==> config.mk <==
export PLATFORM = sky130hd
export DESIGN_NAME = ad_lvds_sync_decoder
export DESIGN_NICKNAME = d
export VERILOG_FILES = /design/src/rtl/ad_lvds_sync_decoder.sv
export SDC_FILE = /design/constraint.sdc
export NUM_CORES = 1
export LEC_CHECK = 0
export CAP_MARGIN = 20
export CELL_PAD_IN_SITES_DETAIL_PLACEMENT = 1
export CELL_PAD_IN_SITES_GLOBAL_PLACEMENT = 2
export CORE_MARGIN = 2
export CORE_UTILIZATION = 30
export DETAILED_ROUTE_END_ITERATION = 10
export PLACE_DENSITY = 0.82
export SKIP_CTS_REPAIR_TIMING = 1
export SLEW_MARGIN = 20
export SYNTH_ARGS = -nofsm -noshare
export SYNTH_HDL_FRONTEND = slang
export SYNTH_SLANG_ARGS = --single-unit
==> constraint.sdc <==
create_clock -name clk -period 5.4 [get_ports clk]
set_input_delay 1.35 -clock clk [delete_from_list [all_inputs] [get_ports clk]]
set_output_delay 1.35 -clock clk [all_outputs]
set_load 0.01 [all_outputs]
==> src/rtl/ad_lvds_sync_decoder.sv <==
// ad_lvds_sync_decoder
//   Word aligner and line framer behind the 1:16 LVDS deserializer.
//   Searches every bit offset for the programmed preamble, locks once the
//   same offset has produced ALIGN_CONFIRM complete preambles, then strips
//   each line's preamble/type word and delivers 14-bit pixels.
//
// Ports
//   clk             word clock, one raw word per cycle
//   reset           asynchronous active-high reset
//   iv_word         raw deserialized word (MSB first, arbitrary boundary)
//   iv_sync_word0-2 preamble words
//   iv_sync_word3   line-type word: first line of frame
//   iv_sync_word4   line-type word: ordinary line
//   iv_line_length  active pixels per line, sampled on the type word
//   ov_pix_data     aligned word bits [13:0]
//   o_pix_valid     ov_pix_data valid
//   o_line_start    first pixel of each line
//   o_frame_start   first pixel of a frame-start line
//   o_align_lock    bit alignment locked
//   ov_bit_offset   locked / candidate bit offset
//   o_align_err     one-cycle pulse per bad line-type word while locked
module ad_lvds_sync_decoder #(
  parameter int unsigned ALIGN_CONFIRM = 4,
  parameter int unsigned LOSS_THRESH   = 3
) (
  input  logic        clk,
  input  logic        reset,
  input  logic [15:0] iv_word,
  input  logic [15:0] iv_sync_word0,
  input  logic [15:0] iv_sync_word1,
  input  logic [15:0] iv_sync_word2,
  input  logic [15:0] iv_sync_word3,
  input  logic [15:0] iv_sync_word4,
  input  logic [12:0] iv_line_length,
  output logic [13:0] ov_pix_data,
  output logic        o_pix_valid,
  output logic        o_line_start,
  output logic        o_frame_start,
  output logic        o_align_lock,
  output logic [3:0]  ov_bit_offset,
  output logic        o_align_err
);

  localparam logic [4:0] CONFIRM_W = 5'(ALIGN_CONFIRM);
  localparam logic [4:0] LOSS_W    = 5'(LOSS_THRESH);

  typedef enum logic [2:0] {
    S_SEARCH,
    S_IDLE,
    S_PRE1,
    S_PRE2,
    S_TYPE,
    S_ACTIVE
  } state_t;

  // Stage 1: raw word pipeline
  logic [15:0] cur_q, prev_q;

  // Stage 2: candidate windows, per-offset preamble matches, aligned word
  logic [31:0] win;
  logic [15:0] cand [16];
  logic [15:0] m0_d, m1_d, m2_d;
  logic [15:0] m0_q, m1_q, m2_q;
  logic [15:0] aligned_d, aligned_q;

  // Stage 3: framer state
  state_t      state_q;
  logic [1:0]  sph_q;       // search progress: 0 want SW0, 1 want SW1, 2 want SW2
  logic [3:0]  srch_k_q;    // offset of the preamble being tracked in search
  logic [3:0]  off_q;       // stored / locked offset
  logic [3:0]  hit_q;
  logic [3:0]  err_q;
  logic [12:0] pix_cnt_q;
  logic        first_q;
  logic        frame_q;

  logic [3:0]  low_k;
  logic        any_m0;
  logic [4:0]  hit_inc;
  logic [4:0]  err_inc;
  logic        is_sw0, is_sw1, is_sw2, is_sw3, is_sw4;

  assign win = {prev_q, cur_q};

  always_comb begin
    for (int unsigned k = 0; k < 16; k++) begin
      cand[k] = win[k +: 16];
      m0_d[k] = (cand[k] == iv_sync_word0);
      m1_d[k] = (cand[k] == iv_sync_word1);
      m2_d[k] = (cand[k] == iv_sync_word2);
    end
    aligned_d = cand[off_q];
  end

  // Lowest matching offset wins when several windows hold SW0.
  always_comb begin
    low_k  = '0;
    any_m0 = 1'b0;
    for (int unsigned i = 0; i < 16; i++) begin
      if (m0_q[i] && !any_m0) begin
        low_k  = 4'(i);
        any_m0 = 1'b1;
      end
    end
  end

  assign hit_inc = {1'b0, hit_q} + 5'd1;
  assign err_inc = {1'b0, err_q} + 5'd1;
  assign is_sw0  = (aligned_q == iv_sync_word0);
  assign is_sw1  = (aligned_q == iv_sync_word1);
  assign is_sw2  = (aligned_q == iv_sync_word2);
  assign is_sw3  = (aligned_q == iv_sync_word3);
  assign is_sw4  = (aligned_q == iv_sync_word4);

  always_ff @(posedge clk or posedge reset) begin
    if (reset) begin
      cur_q     <= '0;
      prev_q    <= '0;
      m0_q      <= '0;
      m1_q      <= '0;
      m2_q      <= '0;
      aligned_q <= '0;
    end else begin
      cur_q     <= iv_word;
      prev_q    <= cur_q;
      m0_q      <= m0_d;
      m1_q      <= m1_d;
      m2_q      <= m2_d;
      aligned_q <= aligned_d;
    end
  end

  always_ff @(posedge clk or posedge reset) begin
    if (reset) begin
      state_q       <= S_SEARCH;
      sph_q         <= '0;
      srch_k_q      <= '0;
      off_q         <= '0;
      hit_q         <= '0;
      err_q         <= '0;
      pix_cnt_q     <= '0;
      first_q       <= 1'b0;
      frame_q       <= 1'b0;
      ov_pix_data   <= '0;
      o_pix_valid   <= 1'b0;
      o_line_start  <= 1'b0;
      o_frame_start <= 1'b0;
      o_align_lock  <= 1'b0;
      o_align_err   <= 1'b0;
    end else begin
      o_pix_valid   <= 1'b0;
      o_line_start  <= 1'b0;
      o_frame_start <= 1'b0;
      o_align_err   <= 1'b0;

      case (state_q)
        S_SEARCH: begin
          // A broken sequence re-tests the current word as a fresh SW0;
          // the hit counter is left untouched.
          if (sph_q == 2'd1 && m1_q[srch_k_q]) begin
            sph_q <= 2'd2;
          end else if (sph_q == 2'd2 && m2_q[srch_k_q]) begin
            sph_q <= 2'd0;
            if (srch_k_q == off_q) begin
              hit_q <= hit_inc[3:0];
              if (hit_inc >= CONFIRM_W) begin
                o_align_lock <= 1'b1;
                err_q        <= '0;
                state_q      <= S_IDLE;
              end
            end else begin
              off_q <= srch_k_q;
              hit_q <= 4'd1;
              if (CONFIRM_W <= 5'd1) begin
                o_align_lock <= 1'b1;
                err_q        <= '0;
                state_q      <= S_IDLE;
              end
            end
          end else if (any_m0) begin
            srch_k_q <= low_k;
            sph_q    <= 2'd1;
          end else begin
            sph_q <= 2'd0;
          end
        end

        S_IDLE: begin
          if (is_sw0) state_q <= S_PRE1;
        end

        S_PRE1: begin
          if (is_sw1)      state_q <= S_PRE2;
          else if (is_sw0) state_q <= S_PRE1;
          else             state_q <= S_IDLE;
        end

        S_PRE2: begin
          if (is_sw2)      state_q <= S_TYPE;
          else if (is_sw0) state_q <= S_PRE1;
          else             state_q <= S_IDLE;
        end

        S_TYPE: begin
          if (is_sw3 || is_sw4) begin
            frame_q   <= is_sw3;
            first_q   <= 1'b1;
            err_q     <= '0;
            pix_cnt_q <= iv_line_length;
            state_q   <= (iv_line_length == '0) ? S_IDLE : S_ACTIVE;
          end else begin
            o_align_err <= 1'b1;
            if (err_inc >= LOSS_W) begin
              o_align_lock <= 1'b0;
              hit_q        <= '0;
              err_q        <= '0;
              sph_q        <= '0;
              state_q      <= S_SEARCH;
            end else begin
              err_q   <= err_inc[3:0];
              state_q <= S_IDLE;
            end
          end
        end

        S_ACTIVE: begin
          o_pix_valid   <= 1'b1;
          ov_pix_data   <= aligned_q[13:0];
          o_line_start  <= first_q;
          o_frame_start <= first_q & frame_q;
          first_q       <= 1'b0;
          pix_cnt_q     <= pix_cnt_q - 13'd1;
          if (pix_cnt_q == 13'd1) state_q <= S_IDLE;
        end

        default: state_q <= S_SEARCH;
      endcase
    end
  end

  assign ov_bit_offset = off_q;

endmodule
==> reports/metrics.csv, run 1 <==
metric,value,unit
DIE AREA,57200,um^2
FF-to-FF Start,srch_k_q[2],
area grow syn2layout,14.1,%
Crit path max-delay family,flip-flops,
Seq pwr share,34.5,%
unrepaired setup endpoints after global routing,no,
total core area,54900,um^2
fin nets,2006,
Root Buffer,clkbuf_16,
Setup Crit Path Kind,flip-flop to output pin,
final hold vios,0,
final wirelength,68300,um
leading area contributor after synthesis,xnor2_1,
# setup viols final,0,
initial drt markers,1184,
Critical Path Sink,ov_bit_offset[1],
Avg WL per Cell,26.2,um
Critical Path RT,4050,ps
FF-to-FF path depth,6,
Hold/Removal Path Class,flip-flop to flip-flop,
Peak VDD IR,230,uV
asr flop ratio synth,100,%
placed cell area,18400,um^2
synthesized area,16600,um^2
pwr dens,190,nW/um^2
H-tree level count,4,
average cell area after synthesis,8.75,um^2
dominant synthesized flop cell,dfrtp_1,
crit path DAT,2160,ps
"antenna viol nets, final",0,
Crit path buffers/inverters,1,
global-route wire length before repair,102000,um
synth cell count leaders,"xnor2_1 (836), nand4_1 (210), dfrtp_1 (150), clkbuf_1 (92), nand2_1 (91)",
Synth top area share,44.1,%
FF-to-FF setup slack,2170,ps
"Seq/Total Area, Yosys",22.6,%
largest net degree at the start of global routing,99,
Critical Path Source,ov_bit_offset[1],
Final Cycle Share,64.9,%
Clock power frac,32.9,%
multi-input logic area,11700,um^2
Least-Margin Pin Slew,1110,ps
CTS tree,yes,
top post-synthesis cells by area,"xnor2_1 (44%), dfrtp_1 (23%), nand4_1 (7.9%), mux2i_1 (2.6%), buf_2 (2.3%)",
Initial Util,30.2,%
CTS buffer count,17,
Final Cell Area,18900,um^2
Yosys cell types,65,
minimum clock period,3510,ps
clk_lat worst skew,460,ps
total number of vias,14900,
Sum Neg Setup Slack,0,ps
CP Cell Sequence,clkdlybuf4s50_1,
clock sink count,150,
Worst-path clk slew,70,ps
layout cells sized above 1,8.89,%
clock skew,14.9,ps
Critical Path Source Type,flip-flop,
IO Port Bufs,133,
die extent in x,239,um
Register Area,3780,um^2
Crit Path Max Fanout,38,
placer's final routability congestion estimate,0.840,
CP max stage delay,980,ps
switching power,1.30,mW
vias in the first global route,16200,
initial antenna violation count,1,
Leak Pwr,5.98,nW
I/O pins,134,
DRC violations left,0,
vias per std cell,5.73,
most frequent cell after synthesis,xnor2_1,
max-slew violations,0,
Layout fillers,6296,
DP Wirelength,42500,um
Post-synth EDFFs,0,
RR Endpoint,err_q[0],
row cnt,86,
GRT Util Overall,23.7,%
Mapped Nets,2013,
Yosys warning total,0,
Max Cap Viol,0,
combinational fraction of design power,32.6,%
Clock Path Buffers,2,
die height,239,um
CP Capture Type,output pin,
number of synthesized register bits,150,
fmax,0.285,GHz
Mapped Cells,1896,
Pre-antenna DRT Iters,5,
status,"finished, final reports clean",
Sw Ratio,36.0,%
total stage count of the critical path,1,
GRT overflow,0,
Internal,2.30,mW
Slew headroom,26.3,%
CP max stage cell,dfrtp_2,
-- through the flow --
| step | cells | hold WS, ps | util, % | power, mW | worst slack (ps) |
|---|---|---|---|---|---|
| floorplan | 1896 | 352 | - | 2.06 | 13.6 |
| global placement | 2574 | 457 | 33.5 | 2.37 | 1720 |
| detailed placement | 2574 | 464 | 33.5 | 2.41 | 1700 |
| CTS | 2606 | 481 | 34.5 | 3.60 | 1890 |
| global route | 2606 | 522 | 34.5 | 3.73 | 1820 |
| finish | 2607 | 478 | 34.5 | 3.60 | 1890 |
-- metal layers --
metal  global-route usage [%]  vias to the layer above  share of wire [%]
met4                     12.9                        0                5.0
met5                        0                        -                  0
met3                     4.32                      246                7.7
met1                     28.4                     7644                 39
li1                         -                     6334                  -
met2                     40.4                      723                 48
-- cell type report --
class,instances,area share [%]
Multi-Input combinational cell,1491,62.0
Sequential cell,150,19.9
Inverter,22,0.462
Clock inverter,12,0.496
Tap cell,704,4.65
Clock buffer,20,2.41
Antenna cell,1,0.0132
Timing Repair Buffer,207,10.0
-- cell usage in the layout (no fill, tap or decap), types with 4 or more instances in the layout --
master	n
a31oi_1	10
nand3_1	16
ha_1	6
o211ai_1	7
o221a_2	4
xor2_1	16
dfrtp_1	135
clkinvlp_4	5
mux2i_1	43
mux4_2	12
nor4_1	57
nor2_1	30
inv_6	4
a21oi_1	33
inv_1	19
buf_4	73
nand2_1	91
xnor2_1	836
nor2b_1	9
and2_1	5
clkbuf_16	17
clkdlybuf4s50_1	133
a211oi_1	6
o21ai_0	20
or4_1	4
nand4_1	210
dfrtp_2	13
nor3_1	10
mux2_2	9
-- power by group through the flow --
| stage | clock (mW) | combinational [mW] | sequential [mW] |
|---|---|---|---|
| 6_report | 1.18 | 1.17 | 1.24 |
| 5_1_grt | 1.24 | 1.25 | 1.24 |
| 3_3_place_gp | 0 | 1.11 | 1.26 |
| 3_5_place_dp | 0 | 1.15 | 1.26 |
| 4_1_cts | 1.20 | 1.16 | 1.24 |
| 2_1_floorplan | 0 | 0.888 | 1.17 |
-- cell families (layout without fill, tap and decap cells) --
logic type,count (synthesis),in the layout,share of synthesized area (%)
AOI/OAI and AO/OA,111,111,4.48
xor gates and xnor gates,852,852,45.0
adders and majority gates,6,6,0.452
buffers and inverters,255,261,6.66
DFF,150,150,22.6
muxes,65,65,4.99
other,0,1,0
and+or+nand+nor,457,457,15.9
-- worst min-delay path by stage --
stage / start / endpoint / slack, ps / cells after the start
after global routing: ov_pix_data[1] / ov_pix_data[1] / 520 / 2
after global placement: ov_pix_data[0] / ov_pix_data[0] / 460 / 2
final: ov_pix_data[12] / ov_pix_data[12] / 480 / 2
after CTS: ov_pix_data[12] / ov_pix_data[12] / 480 / 2
after detailed placement: ov_pix_data[12] / ov_pix_data[12] / 460 / 2
after floorplan: cur_q[10] / prev_q[10] / 350 / 0
-- state kept, by name, indices dropped and copies added (netlist names), 2 cells and up --
| register | count |
|---|---|
| prev_q | 15 |
| m0_q | 16 |
| ov_bit_offset | 4 |
| aligned_q | 16 |
| ov_pix_data | 14 |
| pix_cnt_q | 13 |
| hit_q | 4 |
| state_q | 3 |
| srch_k_q | 4 |
| sph_q | 2 |
| m1_q | 16 |
| m2_q | 16 |
| cur_q | 16 |
| err_q | 4 |
(Power assumes the default switching activity.)
==> run 2: changes to the inputs <==
PLACE_DENSITY = 0.79   (was 0.82)
clock period = 3.4 ns   (was 5.4 ns; I/O delays follow)
==> run 2 against run 1 <==
  * Setup slack worse by 1300 ps
  * Non-clock buffer count is 40 higher
  * Global-route usage increased by 0.75 points
  * Hold slack worse by 0.67 ps
  * Combinational power is 62% higher
  * Critical path type unchanged
  * Highest routed layer unchanged
==> reports/metrics.csv, run 2 (same netlist as run 1, synthesis figures left out) <==
metric,value,unit
status,"finished, final reports clean",
Peak VDD IR,360,uV
Final Cycle Share,81.6,%
Slew headroom,30.0,%
DIE AREA,57200,um^2
clk_lat worst skew,450,ps
fin nets,2046,
total core area,54900,um^2
CTS tree,yes,
largest net degree at the start of global routing,90,
GRT Util Overall,24.5,%
final wirelength,70400,um
row cnt,86,
GRT overflow,0,
initial drt markers,1214,
vias in the first global route,16000,
Crit Path Max Fanout,35,
global-route wire length before repair,105000,um
Sum Neg Setup Slack,0,ps
DP Wirelength,47100,um
"antenna viol nets, final",0,
Root Buffer,clkbuf_16,
Setup Crit Path Kind,flip-flop to output pin,
Initial Util,30.2,%
Leak Pwr,6.24,nW
unrepaired setup endpoints after global routing,no,
DRC violations left,0,
placer's final routability congestion estimate,0.844,
area grow syn2layout,16.8,%
H-tree level count,4,
CP Capture Type,output pin,
initial antenna violation count,1,
minimum clock period,2770,ps
layout cells sized above 1,10.8,%
Hold/Removal Path Class,flip-flop to flip-flop,
clock skew,15.2,ps
IO Port Bufs,133,
"leading cell types in the layout, fill and taps excluded","xnor2_1 (836), nand4_1 (210), dfrtp_1 (135), clkdlybuf4s50_1 (133), buf_4 (106)",
Worst-path clk slew,70,ps
pwr dens,306,nW/um^2
fmax,0.360,GHz
total number of vias,15000,
FF-to-FF setup slack,690,ps
crit path DAT,1920,ps
clock sink count,150,
die height,239,um
Critical Path Source Type,flip-flop,
Pre-antenna DRT Iters,8,
Clock Path Buffers,2,
Least-Margin Pin Slew,1050,ps
Max Cap Viol,0,
Layout fillers,6284,
CTS buffer count,17,
die extent in x,239,um
Critical Path RT,2550,ps
"commonest non-fill, non-tap cell in the layout",xnor2_1,
Avg WL per Cell,26.6,um
vias per std cell,5.66,
Final Util,35.3,%
final hold vios,0,
max-slew violations,0,
I/O pins,134,
# setup viols final,0,
==> run 2: cell types whose count changed in the layout (fill, tap and decap cells not counted), sizes merged <==
cell,change
bufinv,+2
clkbuf,-3
clkinv,+2
inv,+2
clkinvlp,-3
buf,+40
==> run 2: where the power goes <==
part	internal (mW)	total, mW	switching, mW	leakage (nW)
sequential	1.81	2.00	0.189	1.89
clock	1.11	2.04	0.930	0.298
combinational	0.898	1.89	0.994	4.05
total	3.82	5.93	2.11	6.24
==> run 2: routing by layer <==
| metal | global-route usage, % | part of all wire [%] | vias to the layer above |
|---|---|---|---|
| li1 | - | - | 6428 |
| met1 | 30.2 | 41 | 7730 |
| met2 | 41.4 | 47 | 625 |
| met3 | 3.49 | 6.0 | 192 |
| met4 | 12.9 | 5.0 | 0 |
| met5 | 0 | 0 | - |
==> run 2: cell type report <==
class                           instances  area (um^2)  share of cell area, %
Antenna cell                            1         2.50                 0.0129
Clock buffer                           17          425                   2.20
Clock inverter                         15          185                  0.956
Inverter                               22         86.3                  0.445
Multi-Input combinational cell       1491        11700                   60.6
Sequential cell                       150         3770                   19.5
Tap cell                              704          881                   4.55
Timing Repair Buffer                  247         2290                   11.8
==> run 2: worst paths after layout <==
check	from	endpoint	cells after the start
min reg2reg	ov_pix_data[4]	ov_pix_data[4]	2
max reg2reg	aligned_q[13]	state_q[2]	6
min	ov_pix_data[4]	ov_pix_data[4]	2
min in group asynchronous	reset	o_pix_valid	3
max	ov_bit_offset[2]	ov_bit_offset[2]	2
max in group asynchronous	reset	m0_q[12]	3
==> run 2: worst max-delay path, cell delays in order, from the launching register on <==
cell and delay [ps]:
dfrtp_1 380, buf_4 370, clkdlybuf4s50_1 720
==> run 2: stage by stage <==
step | cells | instance area, um^2 | hold slack (ps) | setup slack (ps) | total power [mW]
after global placement | 2614 | 18800 | 461 | 356 | 3.83
after detailed placement | 2614 | 18800 | 466 | 235 | 3.90
after global routing | 2646 | 19400 | 509 | 552 | 6.15
after CTS | 2646 | 19400 | 483 | 632 | 5.94
final | 2647 | 19400 | 477 | 625 | 5.93
after floorplan | 1896 | 16600 | 352 | 661 | 3.27
==> run 3: changes to the inputs <==
PLACE_DENSITY = 0.82   (was 0.79)
clock period = 2.55 ns   (was 3.4 ns; I/O delays follow)
==> run 3 against run 2 <==
  * Hold slack improved by 0.72 ps
  * Sequential share of layout area decreased by 0.43 points
  * Die area stayed put
  * Final area increased by 2.3%
  * Core utilization grew 0.81 points
  * Largest power group unchanged
  * Highest routed layer is now met5
==> reports/metrics.csv, run 3 (same netlist as run 1, synthesis figures left out) <==
metric,value,unit
status,"finished, final reports clean",
fin nets,2064,
minimum clock period,2500,ps
DIE AREA,57200,um^2
"leading cell types in the layout, fill and taps excluded","xnor2_1 (836), nand4_1 (210), dfrtp_1 (133), clkdlybuf4s50_1 (132), buf_4 (102)",
pre-CTS WS,-504,ps
clock skew,10.6,ps
Layout fillers,6270,
DP Wirelength,45800,um
multi-input logic area,11700,um^2
Final Cycle Share,97.9,%
CTS buffer count,17,
area grow syn2layout,19.4,%
Hold/Removal Path Class,flip-flop to flip-flop,
# setup viols final,0,
unrepaired setup endpoints after global routing,no,
Worst-path clk slew,70,ps
Peak VDD IR,300,uV
placed cell count,2632,
FF-to-FF path depth,6,
Slew headroom,36.1,%
vias per std cell,5.66,
initial antenna violation count,2,
largest net degree at the start of global routing,42,
IO Port Bufs,133,
die height,239,um
Clock Path Buffers,2,
"antenna viol nets, final",0,
Setup Crit Path Kind,input pin to flip-flop,
GRT overflow,0,
DRC violations left,0,
Crit path buffers/inverters,2,
"commonest non-fill, non-tap cell in the layout",xnor2_1,
Critical Path Source Type,input pin,
Avg WL per Cell,25.6,um
H-tree level count,4,
Worst Hold End,ov_pix_data[11],
I/O pins,134,
placer's final routability congestion estimate,0.871,
Crit Path Max Fanout,2,
Max Cap Viol,0,
total number of vias,15100,
final wirelength,68200,um
CP max stage delay,550,ps
crit path DAT,2850,ps
pwr dens,408,nW/um^2
Pre-antenna DRT Iters,5,
Hold Path Origin,ov_pix_data[11],
Least-Margin Pin Slew,959,ps
die extent in x,239,um
clk_lat worst skew,440,ps
row cnt,86,
CP max stage cell,clkdlybuf4s50_1,
Initial Util,30.2,%
fmax,0.400,GHz
CP Capture Type,flip-flop,
Layout Cells excl Fill,2665,
max-slew violations,0,
final setup margin,52.5,ps
Sum Neg Setup Slack,0,ps
Crit path max-delay family,simple AND/OR/NAND/NOR gates,
RR Endpoint,srch_k_q[1],
Leak Pwr,6.45,nW
Root Buffer,clkbuf_16,
CTS tree,yes,
final hold vios,0,
GRT Util Overall,23.7,%
FF-to-FF setup slack,180,ps
layout cells sized above 1,11.7,%
hold depth,2,
global-route wire length before repair,103000,um
total core area,54900,um^2
Register Area,3770,um^2
CP Cell Sequence,clkdlybuf4s50_1 > xor2_1 > nor4_1 > buf_4 > nand4_1 > o32a_1 > or3_1 > a31oi_1,
vias in the first global route,16400,
FF-to-FF Start,srch_k_q[2],
Critical Path RT,2910,ps
clock sink count,150,
initial drt markers,1179,
[run 3: cell types whose count changed in the layout (fill, tap and decap cells not counted), sizes merged]
cell and delta:
buf +18, bufinv +2, clkbuf +1, clkdlybuf4s50 -1, clkinv -3, dlymetal6s2s +1
[run 3: per-layer routing]
metal | track usage [%] | part of all wire [%] | up-vias
met2 | 40.3 | 48 | 642
met4 | 13.3 | 5.6 | 2
met3 | 3.88 | 6.3 | 232
met5 | 0 | 0.019 | -
li1 | - | - | 6454
met1 | 28.5 | 40 | 7744
[run 3: how the worst max path moves through the flow]
stage | startpoint | endpoint | slack [ps] | cells after the start
final | iv_sync_word1[3] | state_q[0] | 50 | 8
after global routing | iv_sync_word1[3] | state_q[0] | 5 | 8
after CTS | iv_sync_word1[7] | state_q[0] | -30 | 8
after detailed placement | iv_sync_word1[7] | state_q[0] | -500 | 8
after global placement | iv_sync_word1[7] | state_q[0] | -480 | 8
after floorplan | reset | aligned_q[0] | 20 | 1
[run 3: tightest hold or removal path: cells and delay by family, from the launching register on]
family / cells / cell delay (ps)
flops: 1 / 340
simple gates: 2 / 110
[run 3: where the power goes]
part           switching, mW  internal (mW)
combinational           1.41           1.25
sequential             0.158           2.42
clock                   1.17           1.70
[run 3: area by class of cell]
class / count / share of cell area (%)
Sequential cell: 150 / 19.0
Tap cell: 704 / 4.44
Inverter: 22 / 0.435
Clock inverter: 14 / 1.07
Multi-Input combinational cell: 1491 / 59.2
Timing Repair Buffer: 265 / 13.6
Antenna cell: 1 / 0.0126
Clock buffer: 18 / 2.22
[run 3: metrics by stage]
| stage | power (mW) | hold slack [ps] | util, % | area (um^2) |
|---|---|---|---|---|
| floorplan | 4.36 | 352 | - | 16600 |
| global placement | 5.14 | 465 | 34.9 | 19200 |
| detailed placement | 5.24 | 466 | 34.9 | 19200 |
| CTS | 8.11 | 483 | 36.1 | 19800 |
| global route | 8.39 | 507 | 36.1 | 19800 |
| finish | 8.10 | 478 | 36.1 | 19800 |
